$ cat config.mk
export PLATFORM = sky130hd
export DESIGN_NAME = usb_uart_tx_arbiter
export DESIGN_NICKNAME = d
export VERILOG_FILES = /design/src/rtl/usb_uart_tx_arbiter.sv
export SDC_FILE = /design/constraint.sdc
export NUM_CORES = 1
export LEC_CHECK = 0
export CAP_MARGIN = 20
export CORE_AREA = 10 10 74 58
export DETAILED_ROUTE_END_ITERATION = 6
export DIE_AREA = 0 0 84 68
export PLACE_DENSITY = 0.84
export REMOVE_ABC_BUFFERS = 1
export SLEW_MARGIN = 20
export SYNTH_ARGS = -nofsm -noshare
export SYNTH_HDL_FRONTEND = slang
export SYNTH_SLANG_ARGS = --single-unit
$ cat constraint.sdc
create_clock -name clk_48mhz -period 2.2 [get_ports clk_48mhz]
set_input_delay 0.55 -clock clk_48mhz [delete_from_list [all_inputs] [get_ports clk_48mhz]]
set_output_delay 0.55 -clock clk_48mhz [all_outputs]
set_load 0.02 [all_outputs]
$ cat src/rtl/usb_uart_tx_arbiter.sv
// usb_uart_tx_arbiter
//   Round-robin arbiter that merges NUM_REQ byte streams onto the single
//   device-to-host USB UART input pipe. A requester keeps the grant until it
//   has sent MAX_BURST bytes or drops its valid, whichever comes first. Only
//   the granted requester is ever acknowledged.
//
//   Build option: define USB_ARB_TAG_EN to prefix every grant with a tag byte
//   (8'hA0 | grant_id) so the host can demultiplex the stream. When undefined,
//   bursts go straight onto the pipe untagged.
//
// Ports
//   clk_48mhz      in   sole clock, rising edge
//   reset_n        in   asynchronous active-low reset
//   req_data       in   [8*NUM_REQ] byte of requester i on [8i+7:8i]
//   req_valid      in   [NUM_REQ]   requester i offers a byte
//   req_ready      out  [NUM_REQ]   requester i's byte consumed this cycle
//   uart_in_data   out  [8]         byte towards the USB UART pipe
//   uart_in_valid  out              uart_in_data is valid
//   uart_in_ready  in               pipe accepts the byte this cycle
//   grant_id       out  [3]         granted requester, 0 when idle
//   busy           out              arbiter is not idle
module usb_uart_tx_arbiter #(
  parameter int unsigned NUM_REQ   = 4,
  parameter int unsigned MAX_BURST = 64
) (
  input  logic                 clk_48mhz,
  input  logic                 reset_n,
  input  logic [8*NUM_REQ-1:0] req_data,
  input  logic [NUM_REQ-1:0]   req_valid,
  output logic [NUM_REQ-1:0]   req_ready,
  output logic [7:0]           uart_in_data,
  output logic                 uart_in_valid,
  input  logic                 uart_in_ready,
  output logic [2:0]           grant_id,
  output logic                 busy
);

  typedef enum logic [1:0] {
    S_IDLE  = 2'd0,
`ifdef USB_ARB_TAG_EN
    S_TAG   = 2'd1,
`endif
    S_BURST = 2'd2
  } state_t;

  localparam logic [7:0] LP_MAX       = 8'(MAX_BURST);
  localparam logic [2:0] LP_LAST_INIT = 3'(NUM_REQ - 1);

  state_t     r_state;
  state_t     w_next;
  logic [2:0] r_grant;
  logic [2:0] r_last;
  logic [7:0] r_count;
  logic [2:0] w_next_grant;
  logic [2:0] w_next_last;
  logic [7:0] w_next_count;

  logic [2:0] w_pick;
  logic       w_any;
  logic [3:0] w_idx;
  logic       w_gvalid;
  logic [7:0] w_gdata;
  logic       w_beat;

  // Round-robin search: walk indices r_last+1, r_last+2, ... (mod NUM_REQ)
  // and take the first one that is valid. The inner loop turns the computed
  // index into a constant select so no out-of-range bit select is generated.
  always_comb begin
    w_pick = '0;
    w_any  = 1'b0;
    w_idx  = '0;
    for (int unsigned k = 1; k <= NUM_REQ; k++) begin
      w_idx = {1'b0, r_last} + 4'(k);
      if (w_idx >= 4'(NUM_REQ)) begin
        w_idx = w_idx - 4'(NUM_REQ);
      end
      for (int unsigned j = 0; j < NUM_REQ; j++) begin
        if (!w_any && (w_idx == 4'(j)) && req_valid[j]) begin
          w_any  = 1'b1;
          w_pick = 3'(j);
        end
      end
    end
  end

  // Granted requester's valid/data, selected combinationally.
  always_comb begin
    w_gvalid = 1'b0;
    w_gdata  = '0;
    for (int unsigned j = 0; j < NUM_REQ; j++) begin
      if (r_grant == 3'(j)) begin
        w_gvalid = req_valid[j];
        w_gdata  = req_data[8*j +: 8];
      end
    end
  end

  always_ff @(posedge clk_48mhz or negedge reset_n) begin
    if (!reset_n) begin
      r_state <= S_IDLE;
      r_grant <= '0;
      r_last  <= LP_LAST_INIT;
      r_count <= '0;
    end else begin
      r_state <= w_next;
      r_grant <= w_next_grant;
      r_last  <= w_next_last;
      r_count <= w_next_count;
    end
  end

  always_comb begin
    w_next        = r_state;
    w_next_grant  = r_grant;
    w_next_last   = r_last;
    w_next_count  = r_count;
    uart_in_data  = '0;
    uart_in_valid = 1'b0;
    req_ready     = '0;
    w_beat        = 1'b0;

    case (r_state)
      S_IDLE: begin
        if (w_any) begin
          // Pointer moves only here, so it advances exactly once per grant.
          w_next_grant = w_pick;
          w_next_last  = w_pick;
          w_next_count = '0;
`ifdef USB_ARB_TAG_EN
          w_next       = S_TAG;
`else
          w_next       = S_BURST;
`endif
        end
      end

`ifdef USB_ARB_TAG_EN
      S_TAG: begin
        uart_in_data  = 8'hA0 | {5'b0, r_grant};
        uart_in_valid = 1'b1;
        if (uart_in_ready) begin
          w_next       = S_BURST;
          w_next_count = '0;
        end
      end
`endif

      S_BURST: begin
        uart_in_data  = w_gdata;
        uart_in_valid = w_gvalid;
        for (int unsigned j = 0; j < NUM_REQ; j++) begin
          req_ready[j] = (r_grant == 3'(j)) & uart_in_ready;
        end
        w_beat = w_gvalid & uart_in_ready;
        // Valid low and the final beat both lead to the same single exit.
        if (!w_gvalid) begin
          w_next       = S_IDLE;
          w_next_grant = '0;
        end else if (w_beat) begin
          if ((r_count + 8'd1) == LP_MAX) begin
            w_next       = S_IDLE;
            w_next_grant = '0;
          end else begin
            w_next_count = r_count + 8'd1;
          end
        end
      end

      default: begin
        w_next       = S_IDLE;
        w_next_grant = '0;
      end
    endcase
  end

  assign grant_id = r_grant;
  assign busy     = (r_state != S_IDLE);

endmodule

==> impl_metrics.py, run 1 <==
metrics = {
    "outcome": {
        "status": "completed",
    },
    "yosys": {
        "synth_xor_xnor_area_share": 0.0158,
        "synth_simple_gate_area_frac": 0.219,
        "synth_edf_count": 0,
        "syn_inst": 112,
        "seq_area_frac_synth": 0.295,
        "synth_area_leaders": "dfrtp_1 25%, mux4_2 12%, mux4_1 7.1%",
        "syn_area_sq_mm": 0.00111,
        "synth.most_common_cell": "dfrtp_1",
        "synth-adder-area-share": 0.0113,
        "synth_compound_area_frac": 0.184,
        "synthMuxAreaShare": 0.221,
        "yosysTopAreaCell": "dfrtp_1",
        "synth_top_family_by_area": "multiplexers",
        "synth_common_cells": "11 x dfrtp_1, 9 x and2_1, 9 x nor2_1, 7 x nand2_1, 7 x o21ai_0",
        "synth_ff_type": "dfrtp_1",
        "yosys_warnings": 0,
        "avgSynthCellArea_sq_um": 9.91,
        "ys_async_sr_fraction": 1.00,
        "synth_top_area_share": 0.248,
        "synth_cell_types": 47,
        "synth-seq-cells": 13,
    },
    "placement": {
        "post_dp_cell_area_sq_mm": 0.00180,
        "pre_cts_ws_ps": -537,
        "dp.final_hpwl_mm": 3.19,
        "io_buffers": 54,
        "place_congestion": 0.859,
    },
    "clock_tree": {
        "clock_latency_ps": 240,
        "clk_pin_slew_ps": 50,
        "clockRootBuffer": "clkbuf_8",
        "cts_tree": "yes",
        "cts_buffers": 3,
        "htree_num_levels": 1,
        "clkSinkCount": 13,
        "clock_path_buffers": 2,
    },
    "timing": {
        "setup_viol": 0,
        "rsz0062_at_grt": "yes",
        "setup_ws_ps": 31.3,
        "finalCritPeriodShare": 0.986,
        "fmax_mhz": 461,
        "slew_headroom": 0.572,
        "slew_violations": 0,
        "finalCriticalPeriod_ps": 2170,
        "finalHoldViolations": 0,
        "max_slew.worst_pin.slew_ps": 640,
        "clock_skew_ps": 3.19,
    },
    "critical_path": {
        "critical_path_required_ps": 1650,
        "arrival_ps": 1620,
        "timing_worst_setup_path_type": "flop to output port",
        "worstPathMaxFanout": 7,
        "cp-start-kind": "flop",
        "cp-end-kind": "output port",
    },
    "cells_and_area": {
        "nNetsFinal": 221,
        "finish.instance_area_sq_mm": 0.00188,
        "drive_gt1_frac": 0.322,
        "syn_to_final_growth_pct": 69.8,
        "fillers": 225,
        "antennaDiodeCount": 0,
    },
    "drt": {
        "drc": 0,
        "dr.pass1.iters": 4,
        "wl_per_cell_um": 18.2,
        "vias_per_cell": 5.39,
        "ant_nets": 0,
        "drt_iter0_markers": 73,
        "totalWireLength_mm": 3.98,
        "num_vias": 1174,
    },
    "grt": {
        "grt_max_degree": 14,
        "grt_overflow": 0,
        "antenna_found_initial": 0,
        "grt_first_pass_wirelength_mm": 6.19,
        "first_global_vias": 1188,
        "grt_usage": 0.133,
    },
    "floorplanning": {
        "rows": 17,
        "initial_core_util": 0.378,
        "die_area_sq_mm": 0.00571,
        "die_h_um": 68,
        "coreArea_sq_mm": 0.00294,
        "pin_count": 56,
        "die_width_um": 84,
    },
    "power": {
        "pwr_density_cell_mw_per_mm2": 990,
        "vdd_drop_max_v": 0.000436,
        "p_leak_nw": 1.04,
    },
    "min_path": {
        "hold_class": "flop to flop",
    },
    "job": {
        "cap_violations": 0,
    },
}
placed cells by master (no fill, tap or decap), drive strengths merged, types with 2 or more instances in the layout:
cell and n:
a211o 2, a21oi 3, a22o 2, and2 9, and3 3, buf 25, clkbuf 8, clkdlybuf4s50 5
dfrtp 11, dfstp 2, dlygate4sd2 12, dlymetal6s2s 24, inv 5, mux2i 2, mux4 9, nand2 7
nand3 5, nand3b 2, nor2 9, nor3 5, nor4 2, o21ai 8, o22ai 2
where the power goes:
| group | internal (mW) | switching [mW] | total (mW) |
|---|---|---|---|
| sequential | 0.312 | 0.103 | 0.416 |
| clock | 0.128 | 0.0807 | 0.208 |
| combinational | 0.673 | 0.568 | 1.24 |
| total | 1.11 | 0.752 | 1.87 |
worst max-delay path: stages, from the launching register on:
cell and delay (ps):
dfrtp_1 350, buf_4 180, mux4_2 530, and2_4 170, buf_4 150
per-layer routing:
metal	global-route usage	part of all wire	vias up
met5	0	0	-
met4	0.0188	0.0028	0
met3	0.0297	0.037	2
met2	0.290	0.59	23
met1	0.129	0.37	589
li1	-	-	560
path summary, 6_finish.rpt:
path | start | to | slack, ps | depth (start not counted)
min in group asynchronous | reset_n | grant_id[1] | 710 | 1
max in group asynchronous | reset_n | r_count[1] | 1080 | 1
setup / recovery | grant_id[0] | uart_in_valid | 30 | 4
hold / removal | r_last[0] | r_last[0] | 540 | 2
hold reg to reg | r_last[0] | r_last[0] | 540 | 2
setup reg to reg | r_count[1] | r_state[1] | 240 | 6
sequential cells by signal, summed over array words and instances, names as in the netlist:
signal	count
r_state	1
r_last	2
grant_id	2
r_count	8
cell families after synthesis:
family / count (synthesis)
flops: 13
other cells: 1
mux: 12
simple gates: 44
fa+ha+maj: 1
compound gates: 28
buf+inv: 11
xor+xnor: 2
timing repair:
action                                  in CTS  in global routing
endpoints found under the setup margin      13                 11
hold buffers                                 0                  0
gates resized for setup                     74                 41
buffers inserted                             0                  0
metrics by stage:
step	power, mW	setup TNS (ps)	cells	hold slack (ps)	utilization
global placement	1.53	-5420	214	506	0.612
detailed placement	1.57	-5980	214	527	0.612
finish	1.87	0	218	539	0.642
floorplan	0.997	-4.71	106	254	-
CTS	1.82	-518	218	541	0.624
global route	1.97	-64.9	218	566	0.642
final cells by class:
cell class / count / area [sq um] / share of cell area
clock buffer: 4 / 45.0 / 0.0239
inverter: 5 / 21.3 / 0.0113
multi-input combinational: 88 / 737 / 0.391
sequential: 13 / 328 / 0.174
tap: 38 / 47.5 / 0.0252
timing repair buffer: 70 / 706 / 0.375
Note: power is estimated with default switching activity, not from simulation.
==> run 2: changes to the inputs <==
- CORE_AREA: 10 10 74 58 -> 10 10 59 72
- DIE_AREA: 0 0 84 68 -> 0 0 69 82
- MAX_ROUTING_LAYER: unset -> met4
- PLACE_DENSITY: 0.84 -> 0.83
==> run 2 against run 1 <==
  * The run now ends with negative setup slack left
  * Combinational power about the same
  * Sequential share of layout area unchanged
  * Register-to-register slack better by 50 ps
  * Setup slack got worse by 80 ps
  * Final cell count did not move
  * Via count increased by 2.0%
  * First-iteration DRC count decreased by 44%
  * Clock power decreased by 27%
  * Core utilization is 0.39 points higher
  * Critical path depth did not move
  * Critical endpoint is now uart_in_data[1]
  * Highest routed layer unchanged
==> impl_metrics.py, run 2 (synthesized netlist as in run 1, its figures left out) <==
metrics = {
    "outcome": {
        "status": "finished with violations",
        "failed_checks": "negative setup slack",
    },
    "drt": {
        "wl_per_cell_um": 18.8,
        "dr.pass1.iters": 4,
        "drc": 0,
        "ant_nets": 0,
        "totalWireLength_mm": 4.10,
        "num_vias": 1197,
        "vias_per_cell": 5.49,
        "drt_iter0_markers": 41,
    },
    "power": {
        "pwr_density_cell_mw_per_mm2": 960,
        "vdd_drop_max_v": 0.000598,
        "p_leak_nw": 1.04,
    },
    "cells_and_area": {
        "layout_commonest_cell": "dlymetal6s2s_1",
        "nNetsFinal": 223,
        "fin_util": 0.646,
        "regMostFlops": "r_count",
        "stdcell_count": 218,
        "largest_reg_flops": 8,
        "final_cell_mix": "25 x dlymetal6s2s_1, 17 x buf_4, 11 x dfrtp_1, 10 x dlygate4sd2_1, 10 x buf_6",
        "syn_to_final_growth_pct": 69.8,
        "drive_gt1_frac": 0.330,
        "finish.instance_area_sq_mm": 0.00188,
        "antennaDiodeCount": 0,
    },
    "floorplanning": {
        "initial_core_util": 0.380,
        "coreArea_sq_mm": 0.00292,
        "rows": 22,
        "die_area_sq_mm": 0.00566,
        "die_width_um": 69,
        "die_h_um": 82,
        "pin_count": 56,
    },
    "clock_tree": {
        "clockRootBuffer": "clkbuf_4",
        "cts_buffers": 3,
        "hold_buffers": 0,
        "clkSinkCount": 13,
        "htree_num_levels": 1,
        "clock_path_buffers": 2,
        "clk_pin_slew_ps": 80,
        "clock_latency_ps": 280,
        "post-cts-setup-buffers": 0,
        "cts_tree": "yes",
    },
    "grt": {
        "grt_first_pass_wirelength_mm": 6.37,
        "gr-usage-met1": 0.157,
        "grt_overflow": 0,
        "grt_max_degree": 14,
        "use_met2": 0.242,
        "grt_usage": 0.141,
        "met3_usage": 0.0410,
        "first_global_vias": 1269,
        "busiest_layer": "met2",
        "antenna_found_initial": 0,
    },
    "timing": {
        "fmax_mhz": 445,
        "rsz0062_at_grt": "yes",
        "slew_violations": 0,
        "finalHoldViolations": 0,
        "slew_headroom": 0.612,
        "setup_ws_ps": -49.2,
        "finalCriticalPeriod_ps": 2250,
        "max_slew.worst_pin.slew_ps": 580,
        "clock_skew_ps": 1.69,
        "finalCritPeriodShare": 1.02,
        "setup_viol": 2,
        "final.setup.tns_ps": -62.6,
    },
    "critical_path": {
        "worstPathMaxFanout": 1,
        "r2r-start": "grant_id[0]",
        "rr_endpoint": "r_count[4]",
        "reg2reg_depth": 7,
        "timing_worst_setup_path_type": "input pin to output port",
        "arrival_ps": 1700,
        "critical_path_required_ps": 1650,
        "cp-start-kind": "input pin",
        "crit_end": "uart_in_data[1]",
        "r2r_slack_ps": 290,
        "cp-end-kind": "output port",
        "cp-startpoint": "req_data[1]",
    },
    "placement": {
        "dp_cells": 214,
        "dp.final_hpwl_mm": 3.25,
        "post_dp_cell_area_sq_mm": 0.00180,
        "io_buffers": 54,
        "place_congestion": 0.864,
        "pre_cts_ws_ps": -548,
    },
    "min_path": {
        "hold_class": "flop to flop",
    },
    "job": {
        "cap_violations": 0,
    },
}
[run 2: cell count changes in the layout (fill, tap and decap cells not counted), moves of 2 or more]
cell	before	now
clkbuf_4	0	3
buf_6	8	10
clkbuf_8	3	0
dlygate4sd2_1	12	10
[run 2: worst max-delay path, cell delays in order]
cell and delay (ps):
clkdlybuf4s50_1 390, mux4_2 460, and2_4 180, buf_6 120
[run 2: timing repair]
| item | 4_1_cts | 5_1_grt |
|---|---|---|
| resized for setup | 69 | 47 |
| gates cloned | 0 | 0 |
| pin swaps | 0 | 0 |
| setup endpoints to repair | 13 | 12 |
[run 2: power by group]
| group | switching, mW | internal (mW) | total [mW] |
|---|---|---|---|
| sequential | 0.0902 | 0.311 | 0.401 |
| clock | 0.0817 | 0.0705 | 0.152 |
| combinational | 0.568 | 0.687 | 1.25 |
[run 2: cell type report]
class / instances / area [sq um]
Clock buffer: 4 / 26.3
Inverter: 5 / 21.3
Fill cell: 227 / 1030
Timing Repair Buffer: 72 / 727
Tap cell: 36 / 45.0
Sequential cell: 13 / 328
Multi-Input combinational cell: 88 / 737
[run 2: worst min path at each step]
stage               startpoint           to  slack, ps  cells past startpoint
detailed placement   r_last[0]    r_last[0]        520                      2
global route         r_last[1]    r_last[1]        580                      2
global placement     r_last[0]    r_last[0]        510                      2
finish               r_last[0]    r_last[0]        520                      2
floorplan              reset_n  grant_id[0]        250                      0
CTS                  r_last[0]    r_last[0]        530                      2
[run 2: metrics by stage]
step           power (mW)  hold slack [ps]
2_1_floorplan       0.997              254
3_3_place_gp         1.52              505
3_5_place_dp         1.56              516
4_1_cts              1.70              527
5_1_grt              1.92              576
6_report             1.81              523
[run 2: layer usage]
metal  wire length [um]  share of wire
met1               1740           0.42
met3                360          0.088
met5                  0              0
met2               1980           0.48
met4                 25         0.0061
